===== src/rtl/osd_wr_scheduler_pkg.sv =====
// Shared OSD write-path definitions: CPU write-vector field layout and scheduler state encoding.
// Used by the controller that builds wr_vec and by osd_wr_scheduler.
package osd_wr_scheduler_pkg;

  localparam int OSD_ADDR_W  = 11;
  localparam int OSD_DATA_W  = 12;

  // wr_vec = {req_tgl, sel, addr, data}
  localparam int WR_DATA_LSB = 0;
  localparam int WR_ADDR_LSB = OSD_DATA_W;
  localparam int WR_SEL_BIT  = OSD_ADDR_W + OSD_DATA_W;
  localparam int WR_REQ_BIT  = WR_SEL_BIT + 1;
  localparam int WR_VEC_W    = WR_REQ_BIT + 1;

  typedef enum logic [1:0] {
    ST_ACTIVE = 2'd0,
    ST_VBLANK = 2'd1,
    ST_HSYNC  = 2'd2
  } osd_wr_state_e;

endpackage


===== src/rtl/osd_wr_fifo.sv =====
// Synchronous request FIFO with registered full/empty flags and an occupancy level.
// Pushes while full and pops while empty are ignored.
module osd_wr_fifo #(
  parameter int DEPTH = 8,
  parameter int W     = 24
) (
  input  logic                     N64_CLK_i,
  input  logic                     CTRL_nRST,
  input  logic                     push,
  input  logic [W-1:0]             din,
  input  logic                     pop,
  output logic [W-1:0]             dout,
  output logic                     full,
  output logic                     empty,
  output logic [$clog2(DEPTH):0]   level
);

  localparam int PW = $clog2(DEPTH);

  logic [W-1:0]  mem [DEPTH];
  logic [PW-1:0] wr_ptr;
  logic [PW-1:0] rd_ptr;
  logic [PW:0]   level_nx;
  logic          do_push;
  logic          do_pop;

  assign do_push = push && !full;
  assign do_pop  = pop && !empty;
  assign dout    = mem[rd_ptr];

  always_comb begin
    level_nx = level;
    if (do_push && !do_pop)
      level_nx = level + (PW+1)'(1);
    else if (!do_push && do_pop)
      level_nx = level - (PW+1)'(1);
  end

  // Flags are derived from the next level so they are valid straight from a flop.
  always_ff @(posedge N64_CLK_i or negedge CTRL_nRST) begin
    if (!CTRL_nRST) begin
      wr_ptr <= '0;
      rd_ptr <= '0;
      level  <= '0;
      full   <= 1'b0;
      empty  <= 1'b1;
    end else begin
      if (do_push) wr_ptr <= wr_ptr + PW'(1);
      if (do_pop)  rd_ptr <= rd_ptr + PW'(1);
      level <= level_nx;
      full  <= (level_nx == (PW+1)'(DEPTH));
      empty <= (level_nx == '0);
    end
  end

  always_ff @(posedge N64_CLK_i) begin
    if (do_push) mem[wr_ptr] <= din;
  end

endmodule


===== src/rtl/osd_wr_scheduler.sv =====
// Moves CPU OSD write requests into the OSD RAM write port, releasing them only in video blanking.
// Optional OSD_HBLANK_WR_EN also opens the write window during each hsync pulse.
module osd_wr_scheduler
  import osd_wr_scheduler_pkg::*;
#(
  parameter int FIFO_DEPTH   = 8,
  parameter int VBLANK_LINES = 16,
  parameter int ADDR_W       = OSD_ADDR_W,
  parameter int DATA_W       = OSD_DATA_W
) (
  input  logic                          N64_CLK_i,
  input  logic                          CTRL_nRST,
  input  logic                          nVDSYNC_i,
  input  logic                          VD_VS_i,
  input  logic                          VD_HS_i,
  input  logic [WR_VEC_W-1:0]           wr_vec_i,
  output logic                          wr_ack_tgl_o,
  output logic                          ram_we_o,
  output logic                          ram_sel_o,
  output logic [ADDR_W-1:0]             ram_addr_o,
  output logic [DATA_W-1:0]             ram_data_o,
  output logic [$clog2(FIFO_DEPTH):0]   fifo_lvl_o,
  output logic                          win_open_o,
  output osd_wr_state_e                 fsm_state_o
);

  localparam int ENT_W = 1 + ADDR_W + DATA_W;
  localparam int LC_W  = $clog2(VBLANK_LINES + 1);

  logic vs_buf, hs_buf, vs_prev, hs_prev;
  logic vs_fall, hs_fall;

  always_ff @(posedge N64_CLK_i or negedge CTRL_nRST) begin
    if (!CTRL_nRST) begin
      vs_buf  <= 1'b1;
      hs_buf  <= 1'b1;
      vs_prev <= 1'b1;
      hs_prev <= 1'b1;
    end else begin
      if (!nVDSYNC_i) begin
        vs_buf <= VD_VS_i;
        hs_buf <= VD_HS_i;
      end
      vs_prev <= vs_buf;
      hs_prev <= hs_buf;
    end
  end

  assign vs_fall = vs_prev & ~vs_buf;
  assign hs_fall = hs_prev & ~hs_buf;

  // Handshake: the CPU flips req_tgl with {sel,addr,data} stable and holds it until
  // wr_ack_tgl_o flips to match; one flip of each side is exactly one request.
  logic       req_s1, req_s2, req_prev;
  logic [1:0] arm_cnt;
  logic       armed, take;
  logic       fifo_full, fifo_empty, pop;
  logic [ENT_W-1:0] fifo_din, fifo_dout;

  assign armed    = (arm_cnt == 2'd3);
  assign take     = armed && (req_s2 != req_prev) && !fifo_full;
  assign fifo_din = {wr_vec_i[WR_SEL_BIT],
                     wr_vec_i[WR_ADDR_LSB +: ADDR_W],
                     wr_vec_i[WR_DATA_LSB +: DATA_W]};

  // Until armed, req_prev follows the synchroniser so a toggle left at 1 is not an edge.
  always_ff @(posedge N64_CLK_i or negedge CTRL_nRST) begin
    if (!CTRL_nRST) begin
      req_s1       <= 1'b0;
      req_s2       <= 1'b0;
      req_prev     <= 1'b0;
      arm_cnt      <= 2'd0;
      wr_ack_tgl_o <= 1'b0;
    end else begin
      req_s1 <= wr_vec_i[WR_REQ_BIT];
      req_s2 <= req_s1;
      if (!armed) begin
        arm_cnt  <= arm_cnt + 2'd1;
        req_prev <= req_s2;
      end else if (take) begin
        req_prev     <= req_s2;
        wr_ack_tgl_o <= ~wr_ack_tgl_o;
      end
    end
  end

  osd_wr_fifo #(
    .DEPTH (FIFO_DEPTH),
    .W     (ENT_W)
  ) u_fifo (
    .N64_CLK_i (N64_CLK_i),
    .CTRL_nRST (CTRL_nRST),
    .push      (take),
    .din       (fifo_din),
    .pop       (pop),
    .dout      (fifo_dout),
    .full      (fifo_full),
    .empty     (fifo_empty),
    .level     (fifo_lvl_o)
  );

  osd_wr_state_e   state, state_nx;
  logic [LC_W-1:0] line_cnt, line_cnt_nx;

  always_ff @(posedge N64_CLK_i or negedge CTRL_nRST) begin
    if (!CTRL_nRST) begin
      state    <= ST_ACTIVE;
      line_cnt <= '0;
    end else begin
      state    <= state_nx;
      line_cnt <= line_cnt_nx;
    end
  end

  always_comb begin
    state_nx    = state;
    line_cnt_nx = line_cnt;
    case (state)
      ST_ACTIVE: begin
        if (vs_fall) begin
          state_nx    = ST_VBLANK;
          line_cnt_nx = '0;
        end
`ifdef OSD_HBLANK_WR_EN
        else if (hs_fall) begin
          state_nx = ST_HSYNC;
        end
`endif
      end
      ST_VBLANK: begin
        if (vs_fall) begin
          line_cnt_nx = '0;
        end else if (hs_fall) begin
          if (line_cnt == LC_W'(VBLANK_LINES - 1))
            state_nx = ST_ACTIVE;
          else
            line_cnt_nx = line_cnt + LC_W'(1);
        end
      end
`ifdef OSD_HBLANK_WR_EN
      ST_HSYNC: begin
        if (vs_fall) begin
          state_nx    = ST_VBLANK;
          line_cnt_nx = '0;
        end else if (hs_buf) begin
          state_nx = ST_ACTIVE;
        end
      end
`endif
      default: state_nx = ST_ACTIVE;
    endcase
  end

  assign win_open_o  = (state != ST_ACTIVE);
  assign fsm_state_o = state;
  assign pop         = win_open_o && !fifo_empty;

  always_ff @(posedge N64_CLK_i or negedge CTRL_nRST) begin
    if (!CTRL_nRST) begin
      ram_we_o   <= 1'b0;
      ram_sel_o  <= 1'b0;
      ram_addr_o <= '0;
      ram_data_o <= '0;
    end else begin
      ram_we_o <= pop;
      if (pop) {ram_sel_o, ram_addr_o, ram_data_o} <= fifo_dout;
    end
  end

endmodule


===== config.mk =====
export PLATFORM = sky130hd
export DESIGN_NAME = osd_wr_scheduler
export DESIGN_NICKNAME = d
export VERILOG_FILES = /design/src/rtl/osd_wr_scheduler_pkg.sv /design/src/rtl/osd_wr_fifo.sv /design/src/rtl/osd_wr_scheduler.sv
export SDC_FILE = /design/constraint.sdc
export NUM_CORES = 1
export LEC_CHECK = 0
export ABC_CLOCK_PERIOD_IN_PS = 11500
export CAP_MARGIN = 20
export CELL_PAD_IN_SITES_DETAIL_PLACEMENT = 1
export CELL_PAD_IN_SITES_GLOBAL_PLACEMENT = 2
export CORE_MARGIN = 10
export CORE_UTILIZATION = 25
export DETAILED_ROUTE_END_ITERATION = 10
export HOLD_SLACK_MARGIN = 0.12
export PLACE_DENSITY = 0.46
export SYNTH_ARGS = -nofsm -noshare
export SYNTH_HDL_FRONTEND = slang
export SYNTH_SLANG_ARGS = --single-unit

===== constraint.sdc =====
create_clock -name N64_CLK_i -period 11.5 [get_ports N64_CLK_i]
set_input_delay 1.725 -clock N64_CLK_i [delete_from_list [all_inputs] [get_ports N64_CLK_i]]
set_output_delay 1.725 -clock N64_CLK_i [all_outputs]
set_load 0.005 [all_outputs]

==> key figures, run 1 <==
Yosys
  – Syn Nets: 520
  – Cell Area, Synth: 9420 µm²
  – Yosys cell types: 45
  – Post-synth EDFFs: 192
  – Top_reg_cell synth: edfxtp_1
  – Cells after Synth: 482
  – Synthesis-stage register bit count: roughly 250
  – Synth Warn #: 0
  – Post-synthesis sequential area ratio: 0.754
  – Top area cells in the synthesized netlist: edfxtp_1, dfrtp_1, mux4_2
  – Post-Syn Area per Cell: just under 20 µm²
  – Cell taking the most area after synthesis: edfxtp_1
  – Share of synthesized registers carrying an async set or reset: 0.216
  – Yosys top cell area share: 0.612

Die
  – # rows: a little over 70
  – Area of the core: about 37,000 µm²
  – DIE AREA: around 46,000 µm²
  – Die Height: between 200 and 250 µm
  – Chip width: 214 µm
  – Initial Util: 0.252
  – I/O pins: 63

Finish
  – # diodes: 0
  – Commonest non-fill, non-tap cell in the layout: edfxtp_1
  – Area delta synth->final: 23.1%
  – Fraction of layout cells with a size suffix above 1: 0.223
  – Final Util: 0.310
  – Most frequent cells in the layout: edfxtp_1, clkdlybuf4s50_1, mux4_2
  – Nets: 603

Routing
  – Metal3 WL: 812 µm
  – Vias per inst: approximately 4.2
  – Final WL: 21,900 µm
  – M1 wire length: slightly below 10,000 µm
  – Detailed-router iteration count before antenna repair: 4
  – Post-route DRC: 0
  – Routed length per placed instance: 20.0 µm
  – Initial DRC count: 152
  – Met2 wire len: approximately 11,000 µm
  – Max Used Layer: met4
  – Vias post-DR: 4,580
  – Antenna-violating nets left: 0

Pwr
  – Pwr Total: 2.95 mW
  – Power density cells: approximately 250 nW/µm²
  – Switching portion of total power: 0.293
  – Sequential Power Share: 0.443
  – Int Pwr: 2.08 mW
  – Switching power: approximately 0.86 mW
  – Gate power share: 0.268
  – Static Leak: 3.89 nW
  – Peak supply drop: 132 µV
  – Clock Power Share: 0.288

Worst setup path
  – CP bufs+invs: 1
  – Worst-path maximum fanout: 11
  – CP delay by family, top: buffers and inverters
  – Worst EP arrival: 1.66 ns
  – Crit path max-delay cell type: clkdlybuf4s50_1
  – WS Path Type: flop to output pin
  – Crit. End Element: output pin
  – CP startpoint kind: flop
  – CP required: 9.78 ns
  – Slowest stage delay, CP: a little under 0.6 ns
  – CP cell instances: clkdlybuf4s50_1

Placed design
  – Gp weighted congestion: about 0.68
  – Placed wire-length estimate: 13,000 µm
  – Number of I/O port buffers: 61
  – Dpl ws: 8.48 ns

Timing
  – Final worst path period share: 0.295
  – RSZ-0062 raised after global routing: false
  – FMAX: 0.295 GHz
  – Worst Tran Pin Value: 1.04 ns
  – Setup_tns: 0 ns
  – Clock skew: 0.0208 ns
  – Fin. max-slew vios: 0
  – WHS: 0.353 ns
  – Post-layout min period: approximately 3.4 ns
  – Worst slew margin: 0.309
  – Final setup margin: 8.11 ns
  – Hold Violations, Final: 0
  – Final setup vio count: 0

Run
  – Maxcap violations: 0

Clocking
  – H-tree depth: 1
  – Clock transition at the registers of the reported paths: 0.06 ns
  – Clock tree buffer depth: 3
  – Post-CTS Hold Buffers: 0
  – Post-CTS Setup Inserts: 0
  – Clk Latency, worst-skew pair: 0.55 ns
  – CTS Buf Count: 28
  – CTS tree: done
  – Clock root cell: clkbuf_16
  – Clock sinks: 245
  – Post-CTS sizing: 0

Min path
  – HP Class: flop to flop

Global routing
  – First-pass GRT wire length: 33,800 µm
  – Gr ovfl total: 0
  – Antenna violations before repair: 0
  – GR Util All Layers: 0.0948
  – Number of global-route vias before repair: 5,262
  – Largest net degree at the start of global routing: 54

Run status
  – Status: completed
[final cells by class]
type	instances	area, µm²
clock buffer	41	800
inverter	7	26.3
multi-input combinational	207	2210
timing repair buffer	76	722
fill	3816	25800
tap	511	639
sequential	245	7100
clock inverter	8	93.8
[stage by stage]
step	area, µm²	instances
2_1_floorplan	9420	482
3_3_place_gp	10700	1045
3_5_place_dp	10700	1045
4_1_cts	11600	1094
5_1_grt	11600	1095
6_report	11600	1095
[layer usage]
layer | global-route usage | up-vias
met1 | 0.120 | 2419
met3 | 0.0212 | 24
li1 | - | 2061
met4 | 0.0206 | 0
met5 | 0 | -
met2 | 0.162 | 76
[power by group through the flow]
stage / clock network, mW / registers, mW / logic, mW
after detailed placement: 0 / 1.33 / 0.825
after global placement: 0 / 1.32 / 0.813
after floorplan: 0 / 1.26 / 0.529
after global routing: 0.914 / 1.34 / 0.881
final: 0.849 / 1.31 / 0.790
after CTS: 0.882 / 1.32 / 0.830
[final timing paths]
check / from / endpoint / slack, ns / cells past startpoint
setup / recovery: fsm_state_o[0] / fsm_state_o[0] / 8.11 / 1
hold / removal: req_s1 / req_s2 / 0.35 / 0
setup reg to reg: arm_cnt[0] / u_fifo.mem[2][1] / 8.84 / 5
hold reg to reg: req_s1 / req_s2 / 0.35 / 0
max in group asynchronous: CTRL_nRST / u_fifo.rd_ptr[0] / 9.57 / 2
min in group asynchronous: CTRL_nRST / u_fifo.level[1] / 1.36 / 2
[cell usage after synthesis, types with 2 or more instances]
cell type / count
nor2_1: 6
nor3b_1: 3
buf_2: 7
a21oi_1: 2
xor2_1: 3
buf_4: 8
nand2_1: 39
mux2_2: 4
dfrtp_1: 48
edfxtp_1: 192
nand3_1: 2
nor4b_1: 2
inv_1: 6
nand2b_1: 3
nor3_1: 4
o21ai_0: 28
a21o_1: 2
xnor2_1: 8
or3_1: 2
clkbuf_1: 6
dfstp_2: 5
mux4_2: 48
mux2i_1: 25
ha_1: 8
[cell families (layout without fill, tap and decap cells)]
| family | count (synthesis) | in the layout | synth area share |
|---|---|---|---|
| simple gates | 69 | 69 | 0.0357 |
| xor+xnor | 12 | 12 | 0.0120 |
| mux | 77 | 77 | 0.146 |
| flops | 245 | 245 | 0.754 |
| fa+ha+maj | 8 | 8 | 0.0106 |
| other cells | 1 | 1 | 0.000398 |
| buf+inv | 30 | 132 | 0.0169 |
| compound gates | 40 | 40 | 0.0247 |
[state kept, by name, summed over array words and instances (netlist names), 2 cells and up]
signal         flops
ram_addr_o        11
u_fifo.level       4
ram_data_o        12
u_fifo.rd_ptr      3
u_fifo.wr_ptr      3
arm_cnt            2
u_fifo.mem       192
line_cnt           5
No activity file was read; power rests on OpenSTA's default activity.
==> run 2: changes to the inputs <==
Settings changed: ABC_CLOCK_PERIOD_IN_PS 11500 to 2800, PLACE_DENSITY 0.46 to 0.47.
Clock period 11.5 ns to 2.8 ns, I/O delays scaled along.
==> key figures, run 2 (synthesis gave the netlist of run 1 again) <==
Run status
  – Status: completed

Die
  – # rows: 71 (unchanged)
  – Initial Util: 0.252 (unchanged)
  – Area of the core: 37,400 µm² (unchanged)
  – I/O pins: 63 (unchanged)
  – DIE AREA: 45,800 µm² (unchanged)
  – Die Height: 214 µm (unchanged)
  – Chip width: 214 µm (unchanged)

Finish
  – Commonest non-fill, non-tap cell in the layout: edfxtp_1
  – Most frequent cells in the layout: edfxtp_1, clkdlybuf4s50_1, mux4_2
  – Final Util: 0.315 (+0.00499)
  – Biggest regs: u_fifo.mem (192), ram_data_o (12), ram_addr_o (11)
  – Final std cells w/o fill: 1,109 (+1.3%)
  – Fill count: 3,792 (-0.63%)
  – # diodes: 0 (unchanged)
  – Multi-input logic area: 2260 µm² (+2.3%)
  – Max reg flops: 192 (unchanged)
  – Largest Register: u_fifo.mem
  – Fraction of layout cells with a size suffix above 1: 0.246 (+0.0232)
  – Area delta synth->final: 25.0%
  – Design Area, Final: 11,800 µm² (+1.6%)
  – Nets: 614 (+1.8%)
  – Storage cell area: 7100 µm² (unchanged)

Worst setup path
  – Slowest stage delay, CP: 0.39 ns (-0.19 ns)
  – Crit. Startpoint: arm_cnt[0]
  – CP startpoint kind: flop
  – CP required: 3.01 ns (-6.77 ns)
  – Crit. End Element: flop
  – Crit path max-delay cell type: nor4b_4
  – WS Path Type: flop to flop
  – Worst-path maximum fanout: 17 (+6)
  – CP cell instances: ha_1 -> nor2b_1 -> nand2_1 -> nor4b_4 -> buf_4
  – Worst EP arrival: 2.50 ns (+0.84 ns)
  – RR Startpoint: arm_cnt[0]

Routing
  – Vias per inst: 4.18 (about the same)
  – Detailed-router iteration count before antenna repair: 4 (unchanged)
  – Routed length per placed instance: 19.9 µm (-0.13%)
  – Antenna-violating nets left: 0 (unchanged)
  – Vias post-DR: 4,639 (+1.3%)
  – Post-route DRC: 0 (unchanged)
  – Initial DRC count: 201 (+32%)
  – Final WL: 22,100 µm (+1.1%)

Timing
  – Post-layout min period: ~2.3 ns
  – FMAX: 0.438 GHz
  – Worst slew margin: 0.585 (+0.276)
  – Clock skew: 0.0147 ns (-0.00612 ns)
  – Setup_tns: 0 ns (unchanged)
  – Final setup vio count: 0 (unchanged)
  – Final worst path period share: 0.816
  – Hold Violations, Final: 0 (unchanged)
  – Fin. max-slew vios: 0 (unchanged)
  – Worst Tran Pin Value: 0.623 ns (-0.413 ns)
  – RSZ-0062 raised after global routing: false

Clocking
  – Clock root cell: clkbuf_16
  – CTS tree: done
  – CTS Buf Count: 28 (unchanged)
  – Post-CTS sizing: 0 (unchanged)
  – H-tree depth: 1 (unchanged)
  – Post-CTS Hold Buffers: 1 (+1)
  – Clock sinks: 245 (unchanged)
  – Post-CTS Setup Inserts: 0 (unchanged)
  – Clock tree buffer depth: 3 (unchanged)
  – Clk Latency, worst-skew pair: 0.54 ns (about the same)
  – Clock transition at the registers of the reported paths: 0.06 ns (about the same)

Pwr
  – Switching power: 3.69 mW (+330%)
  – Sequential Power Share: 0.439 (-0.004)
  – Power density cells: 1050 nW/µm² (+320%)
  – Peak supply drop: 479 µV (+260%)
  – Static Leak: 4.00 nW (+2.7%)
  – Gate power share: 0.271 (+0.003)
  – Clock Power Share: 0.290 (+0.002)
  – Switching portion of total power: 0.297 (+0.00413)
  – Int Pwr: 8.73 mW (+320%)

Placed design
  – Placed cells: 1,056 (+1.1%)
  – Gp weighted congestion: 0.716 (+5.9%)
  – Number of I/O port buffers: 61 (unchanged)
  – Placed wire-length estimate: 14,000 µm (+8.1%)
  – DP Area: 10,800 µm² (+1.5%)

Global routing
  – GR Util All Layers: 0.0959 (+0.00108)
  – Largest net degree at the start of global routing: 51 (-5.6%)
  – Antenna violations before repair: 0 (unchanged)
  – First-pass GRT wire length: 34,100 µm (+0.88%)
  – Number of global-route vias before repair: 5,274 (+0.23%)
  – Gr ovfl total: 0 (unchanged)

Run
  – Maxcap violations: 0 (unchanged)

Min path
  – HP Class: input pin to flop
  – HP Start: wr_vec_i[24]
run 2: layout make-up:
cell class,count,area share
timing repair buffer,87,0.0703
tap,511,0.0543
clock buffer,39,0.0664
clock inverter,13,0.0119
multi-input combinational,207,0.192
inverter,7,0.00223
sequential,245,0.603
run 2: path summary, 6_finish.rpt:
| path | to | slack, ns | depth (start not counted) |
|---|---|---|---|
| hold / removal | req_s1 | 0.33 | 1 |
| setup reg to reg | u_fifo.mem[2][2] | 0.52 | 5 |
| max in group asynchronous | u_fifo.rd_ptr[0] | 2.00 | 3 |
| hold reg to reg | vs_prev | 0.37 | 0 |
| setup / recovery | u_fifo.mem[2][2] | 0.52 | 5 |
| min in group asynchronous | u_fifo.level[0] | 0.45 | 3 |
run 2: power by group through the flow:
stage / combinational [mW] / clock, mW / sequential, mW
2_1_floorplan: 2.20 / 0 / 5.17
3_3_place_gp: 3.43 / 0 / 5.52
3_5_place_dp: 3.49 / 0 / 5.57
4_1_cts: 3.50 / 3.75 / 5.50
5_1_grt: 3.71 / 3.88 / 5.60
6_report: 3.36 / 3.61 / 5.46
run 2: worst max-delay path: cells and delay by family (launching register included):
| kind | cells | cell delay, ns |
|---|---|---|
| AND/OR/NAND/NOR | 3 | 1.00 |
| flip-flops | 1 | 0.36 |
| buffers and inverters | 1 | 0.34 |
| adder cells (fa/ha/maj) | 1 | 0.26 |
run 2: per-stage QoR:
step	power [mW]	setup WS [ns]	hold WS, ns
after CTS	12.8	0.459	0.307
after global routing	13.2	0.328	0.321
after floorplan	7.37	-0.120	0.124
final	12.4	0.516	0.333
after global placement	8.95	0.582	0.349
after detailed placement	9.06	0.471	0.347
run 2: routing by layer:
metal  share of wire  global-route usage  vias up
li1                -                   -     2090
met1            0.45               0.122     2439
met2            0.49               0.162       77
met3           0.037              0.0203       33
met4           0.023              0.0253        0
met5               0                   0        -
